$ cat src/rtl/cim_pkg.sv
// Shared widths, product type and mode decode for the tsmccim16x8x11m1 compute-in-memory macro.
package cim_pkg;

  localparam int unsigned CORE_NUM            = 16;
  localparam int unsigned XIN_BIT_WIDTH       = 11;
  localparam int unsigned MEM_BIT_WIDTH       = 8;
  localparam int unsigned MEM_ADR_WIDTH       = 2;
  localparam int unsigned MEM_DEPTH           = 1 << MEM_ADR_WIDTH;
  localparam int unsigned BANK_WIDTH          = $clog2(CORE_NUM);
  localparam int unsigned CORE_DOUT_BIT_WIDTH = XIN_BIT_WIDTH + MEM_BIT_WIDTH - 1;
  localparam int unsigned OUTPUT_BIT_WIDTH    = CORE_DOUT_BIT_WIDTH + BANK_WIDTH;
  localparam int unsigned TREE_LEVELS         = BANK_WIDTH;

  typedef logic signed [CORE_DOUT_BIT_WIDTH-1:0] core_product_t;

  typedef enum logic [1:0] {
    MODE_IDLE,
    MODE_COMPUTE,
    MODE_READBACK
  } cim_mode_t;

  // Compute wins over readback when both active-low enables are asserted.
  function automatic cim_mode_t decode_mode(input logic encb, input logic reb);
    if (!encb)
      return MODE_COMPUTE;
    else if (!reb)
      return MODE_READBACK;
    else
      return MODE_IDLE;
  endfunction

endpackage

$ cat src/rtl/cim_core.sv
// One compute core: 4-word signed weight file with banked write port and
// a signed activation x weight product truncated to the core output width.
module cim_core
  import cim_pkg::*;
#(
  parameter int unsigned CORE_ID = 0
) (
  input  logic                            clk,
  input  logic                            nrst,
  input  logic                            web,
  input  logic [BANK_WIDTH-1:0]           banka,
  input  logic [MEM_ADR_WIDTH-1:0]        adra,
  input  logic signed [MEM_BIT_WIDTH-1:0] d,
  input  logic [MEM_ADR_WIDTH-1:0]        adrb,
  input  logic signed [XIN_BIT_WIDTH-1:0] xin,
  output core_product_t                   product,
  output logic signed [MEM_BIT_WIDTH-1:0] word
);

  localparam logic [BANK_WIDTH-1:0] BANK_ID = BANK_WIDTH'(CORE_ID);

  logic signed [MEM_BIT_WIDTH-1:0] mem [MEM_DEPTH];
  logic signed [CORE_DOUT_BIT_WIDTH-1:0] xin_ext;
  logic signed [CORE_DOUT_BIT_WIDTH-1:0] word_ext;

  always_ff @(posedge clk) begin
    if (nrst) begin
      for (int unsigned i = 0; i < MEM_DEPTH; i++)
        mem[i] <= '0;
    end else if (!web && (banka == BANK_ID)) begin
      mem[adra] <= d;
    end
  end

  // Reads are combinational from the array, so a same-cycle write is seen one cycle later.
  assign word = mem[adrb];

  // Multiplying at the output width keeps only the low bits; -1024 * -128 wraps to the most negative value.
  assign xin_ext  = CORE_DOUT_BIT_WIDTH'(xin);
  assign word_ext = CORE_DOUT_BIT_WIDTH'(word);
  assign product  = xin_ext * word_ext;

endmodule

$ cat src/rtl/tsmccim16x8x11m1.sv
// Compute-in-memory macro top: per-core multiply, adder-tree reduction,
// single-weight readback and the registered result Q.
module tsmccim16x8x11m1
  import cim_pkg::*;
(
  input  logic                                      CLK,
  input  logic                                      NRST,
  input  logic                                      ENCB,
  input  logic                                      WEB,
  input  logic [BANK_WIDTH-1:0]                     BANKA,
  input  logic [MEM_ADR_WIDTH-1:0]                  ADRA,
  input  logic signed [MEM_BIT_WIDTH-1:0]           D,
  input  logic                                      REB,
  input  logic [BANK_WIDTH-1:0]                     BANKB,
  input  logic [MEM_ADR_WIDTH-1:0]                  ADRB,
  input  logic [CORE_NUM*XIN_BIT_WIDTH-1:0]         XIN,
  output logic signed [OUTPUT_BIT_WIDTH-1:0]        Q
);

  core_product_t                   products [CORE_NUM];
  logic signed [MEM_BIT_WIDTH-1:0] words    [CORE_NUM];
  logic signed [OUTPUT_BIT_WIDTH-1:0] tree_sum;
  logic signed [OUTPUT_BIT_WIDTH-1:0] readback;
  cim_mode_t                       mode;

  for (genvar i = 0; i < CORE_NUM; i++) begin : g_core
    cim_core #(.CORE_ID(i)) u_core (
      .clk     (CLK),
      .nrst    (NRST),
      .web     (WEB),
      .banka   (BANKA),
      .adra    (ADRA),
      .d       (D),
      .adrb    (ADRB),
      .xin     (XIN[i*XIN_BIT_WIDTH +: XIN_BIT_WIDTH]),
      .product (products[i]),
      .word    (words[i])
    );
  end

  // Level 0 holds the sign-extended products; each further level halves the count.
  for (genvar l = 0; l <= TREE_LEVELS; l++) begin : g_lvl
    localparam int unsigned N = CORE_NUM >> l;
    logic signed [OUTPUT_BIT_WIDTH-1:0] sum [N];
    for (genvar j = 0; j < N; j++) begin : g_node
      if (l == 0) begin : g_leaf
        assign sum[j] = OUTPUT_BIT_WIDTH'(products[j]);
      end else begin : g_add
        assign sum[j] = g_lvl[l-1].sum[2*j] + g_lvl[l-1].sum[2*j+1];
      end
    end
  end

  assign tree_sum = g_lvl[TREE_LEVELS].sum[0];
  assign readback = OUTPUT_BIT_WIDTH'(words[BANKB]);
  assign mode     = decode_mode(ENCB, REB);

  always_ff @(posedge CLK) begin
    if (NRST) begin
      Q <= '0;
    end else begin
      case (mode)
        MODE_COMPUTE:  Q <= tree_sum;
        MODE_READBACK: Q <= readback;
        default:       Q <= Q;
      endcase
    end
  end

endmodule

$ cat config.mk
export PLATFORM = sky130hd
export DESIGN_NAME = tsmccim16x8x11m1
export DESIGN_NICKNAME = d
export VERILOG_FILES = /design/src/rtl/cim_pkg.sv /design/src/rtl/cim_core.sv /design/src/rtl/tsmccim16x8x11m1.sv
export SDC_FILE = /design/constraint.sdc
export NUM_CORES = 2
export LEC_CHECK = 0
export ABC_AREA = 1
export ABC_CLOCK_PERIOD_IN_PS = 21900
export BUFFER_PORTS_ARGS = -buffer_cell sky130_fd_sc_hd__buf_4
export CORE_AREA = 2 2 508 510
export CTS_BUF_LIST = sky130_fd_sc_hd__clkbuf_16
export CTS_CLUSTER_SIZE = 20
export DETAILED_ROUTE_END_ITERATION = 8
export DIE_AREA = 0 0 510 512
export PLACE_DENSITY = 0.44
export SYNTH_ARGS = -nofsm -noshare
export SYNTH_HDL_FRONTEND = slang
export SYNTH_SLANG_ARGS = --single-unit
$ cat constraint.sdc
create_clock -name CLK -period 21.9 [get_ports CLK]
set_input_delay 5.475 -clock CLK [delete_from_list [all_inputs] [get_ports CLK]]
set_output_delay 5.475 -clock CLK [all_outputs]
set_load 0.05 [all_outputs]
==> metrics.csv <==
stage;metric;value;unit
routing;via/cell ratio;4.75;
finish;share of cells above drive strength 1;4.87;%
clocking;Clock Latency Late Sink;0.64;ns
timing;Fin Setup TNS;0;ns
timing;RSZ-0062 raised after global routing;false;
timing;Slew Limit Headroom;11.6;%
grt;vias in the first global route;65918;
die;Ports;223;
critical_path;crit path launch type;input pin;
place;Final Wtd Congestion;0.917;
die;Initial Util;31.8;%
critical_path;crit-path max FO;69;
die;row count;186;
die;die area;261000;sq um
finish;Net count, final;11881;
timing;FMAX;59.8;MHz
clocking;CTS tree;done;
clocking;H-tree levels;2;
grt;Overall Global Routing Usage;21.7;%
timing;Worst Max-Slew Pin Slew;1.31;ns
timing;Final Hold Viols;0;
logic_synthesis;Cell Area, Synth;81500;sq um
timing;fin crit period;16.73;ns
finish;post-route insts no fill;13176;
outcome;status;finished, final reports clean;
routing;Iter 0 DRT Violations;4342;
timing;skew final;0.0333;ns
timing;setup violators final;0;
logic_synthesis;post-synthesis sequential area ratio;19.4;%
logic_synthesis;yosys warns;0;
logic_synthesis;Mapped Nets;11814;
routing;Avg WL per Cell;21.4;um
place;hpwl dp;236;mm
logic_synthesis;Syn Area/Cell;8.42;sq um
finish;sequential cell area;15800;sq um
clocking;Reg clk slew, reported paths;0.07;ns
timing;final worst slack;5.17;ns
finish;number of fill cells;26907;
critical_path;Critical Path RT;22.43;ns
clocking;CTS root buffer;clkbuf_16;
place;Port Buffers;222;
routing;Routed WL;282;mm
critical_path;slowest CP cell;fa_1;
logic_synthesis;FF+latch count, synth;534;
finish;most frequent cells in the layout;inv_1, nand2_1, nor2_1;
worst_hold_path;HP Class;reg -> reg;
place;placed cells;13073;
clocking;hold buffer count at CTS;0;
critical_path;critical path type;in -> reg;
routing;antenna viol nets, final;0;
finish;Area Overhead vs Synth;8.12;%
routing;via count;62587;
logic_synthesis;ys flop type;edfxtp_1;
critical_path;slowest stage delay, CP;0.82;ns
finish;multi-input logic area;55600;sq um
finish;final core utilization;34.4;%
critical_path;Most common cell on crit path;fa_1;
grt;largest net degree at the start of global routing;136;
clocking;post-CTS setup buffers;0;
grt;global-route wire length before repair;426;mm
die;chip height;512;um
logic_synthesis;ys async rst share;0;%
critical_path;CP Data Arrival Time;17.26;ns
clocking;clk sinks;534;
grt;initial antenna violation count;11;
timing;Tcrit/Tclk final;76.4;%
clocking;post-CTS resize count;0;
clocking;Longest Clk Path Bufs;3;
grt;GR Overflow Total;0;
die;core area;256000;sq um
clocking;CTS Buf Count;53;
timing;Final Slew Violations;0;
logic_synthesis;synth unique cells;57;
logic_synthesis;Post-synth EDFFs;512;
job;maxcap violations;0;
die;chip width;510;um
routing;Post-route DRC;0;
place;pre-CTS WS;4.37;ns
routing;drt first pass iters;6;
critical_path;endpoint type of the worst setup path;register;
finish;most common cell after layout, fill and taps aside;inv_1;
logic_synthesis;Synth Instances;9678;
-- critical path: cells and delay by family --
kind,cells,cell delay [ns]
adder cells (fa/ha/maj),12,6.06
buffers and inverters,12,2.59
AO/OA/AOI/OAI,2,0.45
AND/OR/NAND/NOR,16,2.46
-- layer usage --
layer  vias up  track usage [%]  wire, um
met5         -                0        52
met4         8             5.91      8850
met3       234             1.46     10800
met2      1361             35.6    132000
met1     31860             30.8    131000
li1      29124                -         -
-- path summary, 6_finish.rpt --
kind | start | endpoint | slack, ns | cells after the start
setup / recovery | ADRB[1] | Q[21] | 5.17 | 42
hold / removal | Q[13] | Q[13] | 0.68 | 4
setup reg to reg | g_core[7].u_core.mem[0][3] | Q[21] | 11.27 | 38
hold reg to reg | Q[13] | Q[13] | 0.68 | 4
-- registers in the layout, indices dropped and copies added, names as in the netlist --
signal,flops
Q,22
g_core.u_core.mem,512
-- metrics by stage --
stage | instance area [sq um] | hold WS [ns]
floorplan | 81500 | 0.764
global placement | 86400 | 0.667
detailed placement | 86400 | 0.662
CTS | 88100 | 0.673
global route | 88100 | 0.712
finish | 88100 | 0.680
-- cells in the mapped netlist (6+ instances only) --
cell type	count	area, sq um
inv_1	2241	8410
nand2_1	1674	6280
nor2_1	1394	5230
fa_1	1380	27600
ha_1	555	6940
edfxtp_1	512	15400
nand3_1	472	2360
a21oi_1	245	1230
xor2_1	175	1530
nor3_1	160	801
clkbuf_1	146	548
o21ai_0	134	671
xnor2_1	109	955
nand2_2	56	350
buf_2	52	260
inv_2	39	146
clkinv_1	32	120
buf_6	31	349
and2_1	25	156
buf_4	22	165
dfxtp_1	22	440
o21bai_1	21	158
o21ai_1	18	90.1
a31oi_1	17	106
a21o_1	16	120
nand4_1	15	93.8
o2111ai_1	11	96.3
or2_1	11	68.8
a21oi_2	10	87.6
o21a_1	8	60.1
nand3b_1	6	45.0
nor4_1	6	37.5
o211ai_1	6	45.0
-- layout make-up --
cell class	count	share of cell area, %
multi-input cells	6570	63.1
flip-flops and latches	534	18.0
inverters	2314	9.88
well taps	3384	4.81
repair buffers	272	2.34
clock buffers	53	1.51
clock inverters	45	0.416
diodes	4	0.0114
-- kinds of logic after synthesis --
logic type / synth area share [%]
AO/OA/AOI/OAI: 3.61
XOR/XNOR: 3.05
adder cells (fa/ha/maj): 42.4
buffers and inverters: 12.4
flip-flops: 19.4
AND/OR/NAND/NOR: 19.1
Power is not shown: default switching activity piles up to over one toggle a cycle in this logic, so the estimate is an artifact.
